$ cat config.mk
export PLATFORM = sky130hd
export DESIGN_NAME = data_memory_arbiter
export DESIGN_NICKNAME = d
export VERILOG_FILES = /design/src/rtl/data_memory_arbiter_pkg.sv /design/src/rtl/data_memory_arbiter_rr_arbiter2.sv /design/src/rtl/data_memory_arbiter.sv
export SDC_FILE = /design/constraint.sdc
export NUM_CORES = 1
export LEC_CHECK = 0
export ABC_AREA = 0
export BUFFER_PORTS_ARGS = -buffer_cell sky130_fd_sc_hd__buf_2
export CAP_MARGIN = 20
export CORE_ASPECT_RATIO = 1.75
export CORE_MARGIN = 2
export CORE_UTILIZATION = 42
export CTS_BUF_LIST = sky130_fd_sc_hd__clkbuf_8
export DETAILED_ROUTE_END_ITERATION = 8
export PLACE_DENSITY = 0.86
export RECOVER_POWER = 50
export SYNTH_ARGS = -nofsm -noshare
export SYNTH_HDL_FRONTEND = slang
export SYNTH_SLANG_ARGS = --single-unit
$ cat constraint.sdc
create_clock -name iCpuClock -period 1.4 [get_ports iCpuClock]
set_input_delay 0 -clock iCpuClock [delete_from_list [all_inputs] [get_ports iCpuClock]]
set_output_delay 0 -clock iCpuClock [all_outputs]
set_load 0.01 [all_outputs]
$ cat src/rtl/data_memory_arbiter_pkg.sv
// Shared types and constants for the data-memory arbiter.
package data_memory_arbiter_pkg;

  typedef enum logic [1:0] {
    IDLE   = 2'd0,
    ISSUE  = 2'd1,
    RDWAIT = 2'd2
  } state_t;

  localparam logic OWNER_CPU = 1'b0;
  localparam logic OWNER_LDR = 1'b1;

endpackage

$ cat src/rtl/data_memory_arbiter_rr_arbiter2.sv
// Two-way round-robin grant between CPU and loader; load mode masks the CPU out.
module rr_arbiter2
  import data_memory_arbiter_pkg::*;
(
  input  logic load_mode,
  input  logic cpu_req,
  input  logic ldr_req,
  input  logic last_grant,
  output logic grant_valid,
  output logic grant_owner
);

  always_comb begin
    grant_valid = 1'b0;
    grant_owner = OWNER_LDR;
    if (load_mode) begin
      grant_valid = ldr_req;
      grant_owner = OWNER_LDR;
    end else if (cpu_req && ldr_req) begin
      grant_valid = 1'b1;
      grant_owner = (last_grant == OWNER_LDR) ? OWNER_CPU : OWNER_LDR;
    end else if (cpu_req) begin
      grant_valid = 1'b1;
      grant_owner = OWNER_CPU;
    end else if (ldr_req) begin
      grant_valid = 1'b1;
      grant_owner = OWNER_LDR;
    end
  end

endmodule

$ cat src/rtl/data_memory_arbiter.sv
// Shares the single-port data RAM between the CPU data path and the UART loader.
// state  | meaning
// IDLE   | arbitrate, latch the winning request
// ISSUE  | drive the RAM for one cycle; writes are acked here
// RDWAIT | RAM read data returns; reads are acked here
module data_memory_arbiter
  import data_memory_arbiter_pkg::*;
#(
  parameter int ADDR_WIDTH = 14,
  parameter int DATA_WIDTH = 32
) (
  input  logic                  iCpuClock,
  input  logic                  iCpuReset,
  input  logic                  iLoadMode,
  input  logic                  iCpuReq,
  input  logic                  iCpuWrite,
  input  logic [31:0]           iCpuAddr,
  input  logic [DATA_WIDTH-1:0] iCpuWData,
  output logic [DATA_WIDTH-1:0] oCpuRData,
  output logic                  oCpuAck,
  output logic                  oCpuStall,
  input  logic                  iLdrReq,
  input  logic                  iLdrWrite,
  input  logic [ADDR_WIDTH-1:0] iLdrAddr,
  input  logic [DATA_WIDTH-1:0] iLdrWData,
  output logic [DATA_WIDTH-1:0] oLdrRData,
  output logic                  oLdrAck,
  output logic                  oRamEn,
  output logic                  oRamWe,
  output logic [ADDR_WIDTH-1:0] oRamAddr,
  output logic [DATA_WIDTH-1:0] oRamWData,
  input  logic [DATA_WIDTH-1:0] iRamRData
);

  state_t                state, state_next;
  logic                  owner_q, write_q, last_grant;
  logic [ADDR_WIDTH-1:0] addr_q;
  logic [DATA_WIDTH-1:0] wdata_q;
  logic                  cpu_ack_q, ldr_ack_q;
  logic [DATA_WIDTH-1:0] cpu_rdata_q, ldr_rdata_q;
  logic                  grant_valid, grant_owner;
  logic                  sel_write;
  logic [ADDR_WIDTH-1:0] sel_addr;
  logic [DATA_WIDTH-1:0] sel_wdata;
  logic                  unused_cpu_addr;

  assign unused_cpu_addr = ^{iCpuAddr[31:ADDR_WIDTH+2], iCpuAddr[1:0]};

  rr_arbiter2 u_rr_arbiter2 (
    .load_mode   (iLoadMode),
    .cpu_req     (iCpuReq),
    .ldr_req     (iLdrReq),
    .last_grant  (last_grant),
    .grant_valid (grant_valid),
    .grant_owner (grant_owner)
  );

  always_comb begin
    sel_write = iCpuWrite;
    sel_addr  = iCpuAddr[ADDR_WIDTH+1:2];
    sel_wdata = iCpuWData;
    if (grant_owner == OWNER_LDR) begin
      sel_write = iLdrWrite;
      sel_addr  = iLdrAddr;
      sel_wdata = iLdrWData;
    end
  end

  always_comb begin
    state_next = state;
    oRamEn     = 1'b0;
    oRamWe     = 1'b0;
    oRamAddr   = '0;
    oRamWData  = '0;
    case (state)
      IDLE:   if (grant_valid) state_next = ISSUE;
      ISSUE: begin
        oRamEn     = 1'b1;
        oRamWe     = write_q;
        oRamAddr   = addr_q;
        oRamWData  = wdata_q;
        state_next = write_q ? IDLE : RDWAIT;
      end
      RDWAIT: state_next = IDLE;
      default: state_next = IDLE;
    endcase
  end

  always_ff @(posedge iCpuClock or negedge iCpuReset) begin
    if (!iCpuReset) begin
      state       <= IDLE;
      owner_q     <= OWNER_CPU;
      write_q     <= 1'b0;
      addr_q      <= '0;
      wdata_q     <= '0;
      last_grant  <= OWNER_LDR;
      cpu_ack_q   <= 1'b0;
      ldr_ack_q   <= 1'b0;
      cpu_rdata_q <= '0;
      ldr_rdata_q <= '0;
    end else begin
      state     <= state_next;
      cpu_ack_q <= 1'b0;
      ldr_ack_q <= 1'b0;
      if (state == IDLE && grant_valid) begin
        owner_q    <= grant_owner;
        write_q    <= sel_write;
        addr_q     <= sel_addr;
        wdata_q    <= sel_wdata;
        last_grant <= grant_owner;
        // Write acks are registered here so they appear during ISSUE.
        if (sel_write) begin
          cpu_ack_q <= (grant_owner == OWNER_CPU);
          ldr_ack_q <= (grant_owner == OWNER_LDR);
        end
      end
      if (state == ISSUE && !write_q) begin
        cpu_ack_q <= (owner_q == OWNER_CPU);
        ldr_ack_q <= (owner_q == OWNER_LDR);
      end
      if (state == RDWAIT) begin
        if (owner_q == OWNER_CPU) cpu_rdata_q <= iRamRData;
        else                      ldr_rdata_q <= iRamRData;
      end
    end
  end

  // RAM data arrives during RDWAIT; pass it through in the ack cycle, hold the register afterwards.
  assign oCpuRData = (state == RDWAIT && owner_q == OWNER_CPU) ? iRamRData : cpu_rdata_q;
  assign oLdrRData = (state == RDWAIT && owner_q == OWNER_LDR) ? iRamRData : ldr_rdata_q;
  assign oCpuAck   = cpu_ack_q;
  assign oLdrAck   = ldr_ack_q;
  assign oCpuStall = iCpuReq & ~cpu_ack_q;

endmodule
Word-level counts from Yosys, hierarchy flattened
Index checks and enable logic that the tools add are counted.
{ "totals": {"register_bits": 117, "latch_bits": 0, "mem_bits_rw": 0, "rom_bits": 0, "inputBits": 149, "out_inout_bits": 115, "wordCells": 52, "n_memories": 0} }
{ "op_classes": {"addsub": 0, "n_mul": 0, "div": 0, "n_lt_le_gt_ge": 0, "eq_ne": 3, "shift": 0, "n_mux": 26, "bitwise_logic": 4, "reduce_logical": 9} }
{ "ops": {"columns": ["cell", "count"], "rows": [
  ["two-way mux 32 bit", 4],
  ["two-way mux 14 bit", 2],
  ["two-way mux 1 bit", 17],
  ["logical AND 1 bit", 5],
  ["two-way mux 2 bit", 2],
  ["one-hot mux 2 bit (2 select lines)", 1],
  ["AND reduction 2 bit", 2],
  ["inverter 1 bit", 3],
  ["== test 2 x 1 -> 1 bit (second input constant)", 1],
  ["== test 2 bit (second input constant)", 1],
  ["logical NOT 2 bit", 1],
  ["inequality test 2 bit (second input constant)", 1],
  ["AND 1 bit", 1],
  ["logical NOT 1 bit", 1]
]} }

Depth between registers and ports, before layout
Gate-level depths: netlist of run 1.
{ "depth": {"ltp_word": 7, "ltp_mapped": 6, "ltp_nobuf": 5} }

By module
From an unflattened synthesis of run 1, not the netlist that was laid out.
{ "unflattened": {"hier_cells": 395, "hier_area_um2": 5622.9} }
{ "by_module_without_submodules": {"columns": ["mod", "instances", "cells_each", "area_each_um2", "seq_area_each_um2"], "rows": [
  ["data_memory_arbiter", 1, 391, 5595.4, 2929.1],
  ["rr_arbiter2", 1, 4, 27.5, 0.0]
]} }

Least setup slack after synthesis of run 1
No wires, ideal clock.
{ "synth_timing": {"path_type": "register to register", "startpoint": "reg owner_q", "endpoint": "reg cpu_rdata_q[24]", "setup_ns": 0.149, "arrival_time_ns": 1.264, "required_time_ns": 1.251, "setup_slack_ns": -0.013, "stages_incl_launch_ff": 4, "path_buffers": 1, "period_less_slack_ns": 1.413, "cell_sequence": "dfrtp_1 -> nor3b_4 -> buf_4 -> mux2_1"} }
{ "synth_between": {"elab_chain_cells": 2} }
{ "synth_rtl": {"columns": ["item", "line_no", "source"], "rows": [
  ["start: declaration", "data_memory_arbiter.sv:36", "logic owner_q, write_q, last_grant;"],
  ["start signal: assignment", "data_memory_arbiter.sv:106", "owner_q <= grant_owner;"],
  ["inverter 1 bit (no source line)", null, null],
  ["AND reduction 2 bit (no source line)", null, null],
  ["end signal: assignment", "data_memory_arbiter.sv:122", "if (owner_q == OWNER_CPU) cpu_rdata_q <= iRamRData;"],
  ["end: declaration", "data_memory_arbiter.sv:40", "logic [DATA_WIDTH-1:0] cpu_rdata_q, ldr_rdata_q;"]
]} }
Every way passes these cells.
A chain may end at the register's enable or synchronous reset.

Worst setup path in the final report of run 1
{ "layout_timing": {"startpoint": "reg owner_q", "endpoint": "out oLdrRData[3]"} }
{ "layout_between": {"elab_chain_cells": 2} }
{ "layout_rtl": {"columns": ["item", "line_no", "source"], "rows": [
  ["logical AND 1 bit", "data_memory_arbiter.sv:130", "assign oLdrRData = (state == RDWAIT && owner_q == OWNER_LDR) ? iRamRData : ldr_rdata_q;"],
  ["two-way mux 32 bit", "data_memory_arbiter.sv:130", null],
  ["end: declaration", "data_memory_arbiter.sv:26", "output logic [DATA_WIDTH-1:0] oLdrRData,"]
]} }
Every way passes these cells.

==> metrics.cfg, run 1 <==
[outcome]
status = finished with violations
violations = setup timing

[pwr]
switching_share_pct = 35.7
peakVddDrop_v = 0.000970
p_leak_nw = 4.53
seqPwrFrac_pct = 33.1
p_int_mw = 11.2
total_power_mw = 17.4
powerDensity_nw_per_um2 = 1860
p_sw_mw = 6.20
combPwrFrac_pct = 50.6
power_frac_clock_pct = 16.4

[setup_path]
slowest_stage = dfrtp_2
crit_buf_inv = 3
critPathMaxFanout = 32
worst_setup_path_start_kind = register
rrSetupSlack_ns = -0.24
cpPeakStageDelay_ns = 0.42
crit_family = buffers and inverters
cp.required_ns = 1.40
path_class = register to output pin
cp_data_arrival_time_ns = 1.84
cp-end-kind = output pin
crit_chain = buf_4, nand3b_2, buf_12, mux2_2, buf_2

[synthesis]
synth_xor_area_share_pct = 0
synth_top_family_by_area = multiplexers
synthMuxAreaShare_pct = 23.0
yosysWarnings = 0
synth-edff-count = 0
yosys_register_bits = 117
synth_async_sr_flop_share_pct = 100
synth_top_area_share_pct = 56.4
synth_top_area_cell = dfrtp_1
syn_inst = 416
syn_area_per_cell_um2 = 12.4
synthFlopType = dfrtp_1
netlist_top_cells_area = dfrtp_1 56%, mux2_2 11%, mux2i_1 9.0%
synthesis.nets = 565
syn_area_um2 = 5140
yosysUniqueCellTypes = 27
synth_compound_area_share_pct = 5.45
synthAdderAreaFrac_pct = 0
yosysMostFrequentCell = dfrtp_1
yosys.area_share.simple_pct = 10.8
yosysSeqAreaShare_pct = 57.0
synth_top_cells_by_count = 116 x dfrtp_1, 50 x mux2_2, 48 x nand2_1

[clock_network]
cts_buffers = 17
root_buffer = clkbuf_8
cts.sinks = 117
cts_buffer_depth = 2
cts_tree = done
htreeDepth = 4
clock_latency_ns = 0.41
path_clk_slew_ns = 0.07

[placed_design]
dp_cells = 812
io_buffers = 245
hpwl_um = 9380
placed_area_um2 = 6620
gp_congestion = 0.791

[grt]
grt_pass1_vias = 5511
grt_overflow_total = 0
grt_pass1_wl_um = 27400
antenna_found_initial = 0
grt_usage_pct = 27.3
grt_max_degree = 56

[floorplanning]
fp.dieH_um = 150
dieWidth_um = 87.6
start_util_pct = 42.8
core-area_um2 = 12000
rows = 53
die-area_um2 = 13200
io_pins = 264

[routing]
drt_first_iter_violations = 202
post-route-drc-count = 0
vias = 5182
dr.pass1.iters = 5
vias_per_cell = 5.15
routed_wl_um = 20400
routedWlPerCell_um = 20.3
ant_nets = 0

[timing]
rsz0062_at_grt = true
fin_ws_ns = -0.444
setup_viol = 187
hold_slack_ns = 0.0918
worstMarginPinSlew_ns = 0.771
max_clock_freq_mhz = 542
maxSlewHeadroom_pct = 48.6
min_period_ns = 1.84
slew_violations = 0
clock_skew_ns = 0.00947
hold_violations = 0
finalCritPeriodShare_pct = 132

[cells_and_area]
post-route-util_pct = 77.9
finalInstanceArea_um2 = 9350
drive_gt1_share_pct = 50.3
final_cells = 1006
area_delta_synth_final_pct = 81.9
antenna_cells = 0
nNetsFinal = 979

[hold_path]
hold_path_class = input pin to register

[job]
maxCapViolCount = 0

## layer usage
| layer | vias to the layer above | track usage (%) | wire length, µm |
|---|---|---|---|
| met5 | - | 0 | 0 |
| met4 | 0 | 13.4 | 872 |
| met3 | 67 | 7.13 | 1450 |
| met2 | 328 | 50.0 | 11300 |
| met1 | 2533 | 27.8 | 6790 |
| li1 | 2254 | - | - |
## through the flow
step	setup WS [ns]	TNS (ns)
2_1_floorplan	-0.0133	-0.0398
3_3_place_gp	-0.0325	-0.597
3_5_place_dp	-0.0971	-3.75
4_1_cts	-0.494	-42.01
5_1_grt	-0.532	-61.91
6_report	-0.444	-48.01
## logic make-up after synthesis
logic type	count (synthesis)
flops	117
mux	110
simple gates	106
buf+inv	30
compound gates	53
## what timing repair did
action / 4_1_cts / 5_1_grt
endpoints found under the setup margin: 191 / 197
resized for setup: 40 / 117
hold buffers: 128 / 0
buffers inserted: 10 / 18
pin swaps: 1 / 9
endpoints found under the hold margin: 230 / 0
cloned: 7 / 7
## path summary, 6_finish.rpt
| kind | depth (start not counted) | end | start |
|---|---|---|---|
| min reg2reg | 2 | addr_q[12] | addr_q[12] |
| max | 5 | oLdrRData[3] | owner_q |
| max reg2reg | 7 | addr_q[5] | last_grant |
| max in group asynchronous | 3 | owner_q | iCpuReset |
| min | 3 | state[0] | iLdrReq |
| min in group asynchronous | 3 | ldr_rdata_q[10] | iCpuReset |
## worst register-to-register path, cell delays in order (launching register included)
cell and delay [ns]:
dfstp_2 0.55, inv_2 0.05, a21boi_4 0.18, buf_12 0.16, buf_12 0.11, buf_12 0.14, mux2i_1 0.24, o21ai_1 0.11
## cell usage in the layout, fill, tap and decap left out, drive strengths merged
| cell type | Yosys | final |
|---|---|---|
| a21oi | 2 | 2 |
| a21boi | 1 | 1 |
| a31oi | 1 | 1 |
| nor2b | 2 | 2 |
| clkinvlp | 0 | 4 |
| clkbuf | 8 | 28 |
| buf | 19 | 285 |
| o32ai | 1 | 1 |
| nand2 | 48 | 48 |
| inv | 3 | 4 |
| bufinv | 0 | 1 |
| mux2 | 64 | 64 |
| nand2b | 2 | 2 |
| nor3b | 1 | 1 |
| clkinv | 0 | 4 |
| nor2 | 5 | 5 |
| nand3b | 1 | 1 |
| o21ai | 48 | 49 |
| dfstp | 1 | 1 |
| mux2i | 46 | 46 |
| dfrtp | 116 | 116 |
| and2 | 47 | 47 |
| dlygate4sd3 | 0 | 128 |
## state kept, by name (all words and copies together) (netlist names)
name	flops
wdata_q	32
cpu_rdata_q	32
oCpuAck	1
state	2
owner_q	1
oLdrAck	1
addr_q	14
write_q	1
last_grant	1
ldr_rdata_q	32
## cell type report
type | count | area [µm²]
Clock buffer | 20 | 275
Multi-Input combinational cell | 270 | 2360
Inverter | 3 | 18.8
Timing Repair Buffer | 421 | 3480
Tap cell | 165 | 206
Sequential cell | 117 | 2930
Clock inverter | 10 | 83.8
Fill cell | 639 | 2650
## power by group through the flow
stage                     clock [mW]  combinational [mW]  sequential (mW)
after floorplan                    0                3.61             5.43
after global placement             0                5.76             5.52
after detailed placement           0                5.96             5.65
after CTS                       2.87                6.89             5.59
after global routing            3.03                9.32             5.89
final                           2.84                8.78             5.75
No activity file was read; power rests on OpenSTA's default activity.
==> inputs of run 2 (changes only) <==
--- a/config.mk
+++ b/config.mk
@@ -9,7 +9,7 @@
 export BUFFER_PORTS_ARGS = -buffer_cell sky130_fd_sc_hd__buf_2
 export CAP_MARGIN = 20
 export CORE_ASPECT_RATIO = 1.75
-export CORE_MARGIN = 2
+export CORE_MARGIN = 4
 export CORE_UTILIZATION = 42
 export CTS_BUF_LIST = sky130_fd_sc_hd__clkbuf_8
 export DETAILED_ROUTE_END_ITERATION = 8
==> metrics.cfg, run 2 (synthesized netlist as in run 1, its figures left out) <==
[cells_and_area]
nNetsFinal = 986
mostFrequentLayoutCells = 188 x buf_2, 128 x dlygate4sd3_1, 113 x dfrtp_1
finalInstanceArea_um2 = 9720
seq_area_um2 = 2930
top_regs = cpu_rdata_q x32, ldr_rdata_q x32, wdata_q x32
multi_input_area_um2 = 2330
final_cells = 1016
nFillCells = 583
post-route-util_pct = 81.0
area_delta_synth_final_pct = 89.0
layout_commonest_cell = buf_2
drive_gt1_share_pct = 52.9

[grt]
grt_pass1_vias = 5705
grt_pass1_wl_um = 29400
grt_max_degree = 55
grt_usage_pct = 26.5
grt_overflow_total = 0
antenna_found_initial = 0

[clock_network]
clock_latency_ns = 0.42
cts_tree = done
path_clk_slew_ns = 0.07
htreeDepth = 4
cts_buffers = 17
cts.sinks = 117
root_buffer = clkbuf_8
cts_buffer_depth = 2

[setup_path]
crit_buf_inv = 3
rr_startpoint = last_grant
cp-end-kind = output pin
critPathMaxFanout = 8
slowest_stage = dfrtp_2
cp_common_cell = buf_6
crit_family = buffers and inverters
path_class = register to output pin
crit_chain = nor3b_4, buf_6, clkbuf_16, mux2_4, buf_6
cp_data_arrival_time_ns = 1.87
cp.required_ns = 1.40
reg2regPathDepth = 7
worst_setup_path_start_kind = register
cpPeakStageDelay_ns = 0.44
worstReg2RegEnd = wdata_q[22]
rrSetupSlack_ns = -0.25

[timing]
max_clock_freq_mhz = 534
worstMarginPinSlew_ns = 1.27
setup_viol = 204
hold_slack_ns = 0.209
finalCritPeriodShare_pct = 134
min_period_ns = 1.87
fin_ws_ns = -0.473
rsz0062_at_grt = true
hold_violations = 0
slew_violations = 0
tns_ns = -55.03
maxSlewHeadroom_pct = 15.4
clock_skew_ns = 0.0131

[pwr]
switching_share_pct = 36.6
seqPwrFrac_pct = 31.0
p_sw_mw = 6.95
p_int_mw = 12.0
power_frac_clock_pct = 16.7
powerDensity_nw_per_um2 = 1950
combPwrFrac_pct = 52.3
peakVddDrop_v = 0.00111
total_power_mw = 19.0
p_leak_nw = 4.70

[routing]
ant_nets = 0
routedWlPerCell_um = 23.2
post-route-drc-count = 0
drt_first_iter_violations = 196
vias_per_cell = 5.35
vias = 5440
dr.pass1.iters = 5
routed_wl_um = 23600

[outcome]
status = finished with violations
violations = setup timing

[placed_design]
hpwl_um = 10100
dp_cells = 811
pre_cts_ws_ns = -0.116
gp_congestion = 0.770
placed_area_um2 = 6610
io_buffers = 245

[floorplanning]
io_pins = 264
dieWidth_um = 91.6
core-area_um2 = 12000
rows = 53
die-area_um2 = 14100
start_util_pct = 42.8
fp.dieH_um = 154

[hold_path]
hold_start = iLoadMode
hold_path_class = input pin to register
min_path_cells = 4
min_to = oLdrAck

[job]
maxCapViolCount = 0

## run 2: changes by cell type in the layout (fill, tap and decap cells not counted), moves of 5 or more
| cell | previous run | this run |
|---|---|---|
| and2_1 | 41 | 26 |
| and2_4 | 6 | 21 |
| buf_2 | 207 | 188 |
| buf_6 | 52 | 73 |
| clkbuf_16 | 5 | 10 |
| clkinv_4 | 0 | 6 |
| mux2i_2 | 10 | 16 |
| mux2i_4 | 8 | 2 |
## run 2: worst max-delay path by stage
stage / startpoint / to / slack (ns) / cells past startpoint
detailed placement: last_grant / addr_q[11] / -0.12 / 5
global route: owner_q / oCpuRData[0] / -0.56 / 5
floorplan: owner_q / cpu_rdata_q[24] / -0.01 / 3
finish: owner_q / oCpuRData[0] / -0.47 / 5
global placement: last_grant / wdata_q[26] / -0.009 / 5
CTS: owner_q / oCpuRData[21] / -0.49 / 4
## run 2: timing repair
| item | in CTS | in global routing |
|---|---|---|
| endpoints found under the setup margin | 179 | 212 |
| setup buffers | 5 | 21 |
| pin swaps | 1 | 4 |
| hold buffers | 129 | 0 |
| hold endpoints to repair | 230 | 0 |
| resized for setup | 30 | 164 |
| cloned | 7 | 13 |
## run 2: area by class of cell
class / instances / share of cell area, %
Antenna cell: 1 / 0.0257
Clock buffer: 17 / 2.41
Clock inverter: 15 / 1.76
Inverter: 3 / 0.245
Multi-Input combinational cell: 269 / 24.0
Sequential cell: 117 / 30.2
Tap cell: 165 / 2.12
Timing Repair Buffer: 429 / 39.3
## run 2: routing by layer
metal / GRT usage [%] / routed length (µm) / vias to the layer above
met5: 0 / 0 / -
met4: 16.8 / 1960 / 0
met2: 47.3 / 12500 / 409
met3: 6.67 / 1740 / 156
met1: 27.2 / 7360 / 2616
li1: - / - / 2259
## run 2: power groups by stage
stage                     sequential, mW  combinational, mW  clock, mW
after CTS                           5.63               6.97       3.18
after global placement              5.54               5.76          0
final                               5.87               9.93       3.16
after floorplan                     5.43               3.61          0
after global routing                5.98               10.4       3.36
after detailed placement            5.68               5.99          0
## run 2: worst register-to-register path: cells and delay by family, from the launching register on
family	cells	cell delay [ns]
flops	1	0.55
buf+inv	4	0.44
compound gates	2	0.31
mux	1	0.21
==> inputs of run 3 (changes only) <==
==> constraint.sdc (replaced) <==
create_clock -name iCpuClock -period 1.4 [get_ports iCpuClock]
set_input_delay 0.21 -clock iCpuClock [delete_from_list [all_inputs] [get_ports iCpuClock]]
set_output_delay 0.21 -clock iCpuClock [all_outputs]
set_load 0.005 [all_outputs]
==> metrics.cfg, run 3 (synthesized netlist as in run 1, its figures left out) <==
[pwr]
seqPwrFrac_pct = 29.9
p_sw_mw = 6.89
switching_share_pct = 34.4
p_leak_nw = 4.48
powerDensity_nw_per_um2 = 2170
combPwrFrac_pct = 53.2
peakVddDrop_v = 0.00162
p_int_mw = 13.1
power_frac_clock_pct = 16.8

[grt]
antenna_found_initial = 0
grt_pass1_wl_um = 28700
grt_max_degree = 62
grt_pass1_vias = 5367
grt_overflow_total = 0
grt_usage_pct = 26.5

[routing]
wl_met2_um = 11400
top_layer = met4
post-route-drc-count = 0
m1WireLength_um = 6580
routedWlPerCell_um = 23.2
vias_per_cell = 5.38
dr.pass1.iters = 5
drt_first_iter_violations = 192
vias = 4855
dr_wl_met3_um = 1610
routed_wl_um = 20900
ant_nets = 0

[cells_and_area]
area_delta_synth_final_pct = 79.7
drive_gt1_share_pct = 75.3
top_regs = cpu_rdata_q x32, ldr_rdata_q x32, wdata_q x32
finalInstanceArea_um2 = 9240
mostFrequentLayoutCells = 181 x buf_2, 116 x dfrtp_1, 84 x buf_6
nNetsFinal = 873
layout_commonest_cell = buf_2
final_cells = 902
antenna_cells = 0

[timing]
setup_viol = 177
finalCritPeriodShare_pct = 147
rsz0062_at_grt = true
max_clock_freq_mhz = 485
hold_violations = 0
slew_violations = 0
fin_ws_ns = -0.663
maxSlewHeadroom_pct = 45.4
min_period_ns = 2.06
tns_ns = -78.02
clock_skew_ns = 0.0153
worstMarginPinSlew_ns = 0.818

[placed_design]
io_buffers = 245
gp_congestion = 0.778
pre_cts_ws_ns = -0.240
dp_cells = 818
placed_area_um2 = 6660
hpwl_um = 10000

[floorplanning]
dieWidth_um = 91.6
start_util_pct = 42.8
io_pins = 264
die-area_um2 = 14100
fp.dieH_um = 154
core-area_um2 = 12000
rows = 53

[clock_network]
cts_buffers = 17
cts_buffer_depth = 2
cts_tree = done
htreeDepth = 4
cts.sinks = 117
clock_latency_ns = 0.43
root_buffer = clkbuf_8
path_clk_slew_ns = 0.07

[job]
maxCapViolCount = 0

[setup_path]
slowest_stage = dfrtp_1
cp-end-kind = output pin
worst_setup_path_start_kind = register
cp.required_ns = 1.19
path_class = register to output pin
crit_chain = nor3b_4, buf_6, buf_12, mux2_2, buf_2
crit_buf_inv = 3
rrSetupSlack_ns = -0.33
cp_data_arrival_time_ns = 1.85
crit_family = buffers and inverters
cpPeakStageDelay_ns = 0.42
critPathMaxFanout = 16

[outcome]
status = finished with violations
violations = setup timing

[hold_path]
hold_path_class = input pin to register

-- run 3: layer usage --
layer	track usage (%)	vias up
li1	-	2048
met1	25.6	2366
met2	48.8	338
met3	7.20	103
met4	16.4	0
met5	0	-
-- run 3: area by class of cell --
| class | instances | area (µm²) |
|---|---|---|
| inverters | 3 | 31.3 |
| well taps | 165 | 206 |
| multi-input cells | 269 | 2790 |
| clock buffers | 18 | 248 |
| clock inverters | 14 | 185 |
| repair buffers | 316 | 2860 |
| flip-flops and latches | 117 | 2930 |
| fillers | 645 | 2760 |
-- run 3: stage by stage --
step	utilization, %	power (mW)	hold slack [ns]
3_5_place_dp	55.5	11.2	0.243
6_report	77.0	20.0	0.0412
2_1_floorplan	-	8.45	-0.0856
5_1_grt	77.0	20.9	0.0218
3_3_place_gp	55.5	10.8	0.236
4_1_cts	72.9	18.4	0.0202
-- run 3: final timing paths --
path / depth (start not counted) / end / startpoint
min reg2reg: 1 / ldr_rdata_q[7] / ldr_rdata_q[7]
min: 2 / ldr_rdata_q[25] / iRamRData[25]
min in group asynchronous: 3 / cpu_rdata_q[4] / iCpuReset
max reg2reg: 6 / addr_q[10] / last_grant
max: 5 / oCpuRData[16] / owner_q
max in group asynchronous: 3 / addr_q[6] / iCpuReset
-- run 3: power groups by stage --
stage,logic (mW),registers (mW),clock network (mW)
after floorplan,3.03,5.43,0
after global placement,5.30,5.52,0
after detailed placement,5.53,5.65,0
after CTS,9.35,5.69,3.41
after global routing,11.2,6.13,3.60
final,10.7,6.00,3.37
-- run 3: what timing repair did --
| item | CTS | global route |
|---|---|---|
| resized for setup | 190 | 162 |
| gates cloned | 27 | 1 |
| pin swaps | 54 | 38 |
| hold endpoints to repair | 116 | 0 |
| hold buffers | 1 | 0 |
| endpoints found under the setup margin | 187 | 219 |
| buffers inserted | 31 | 6 |
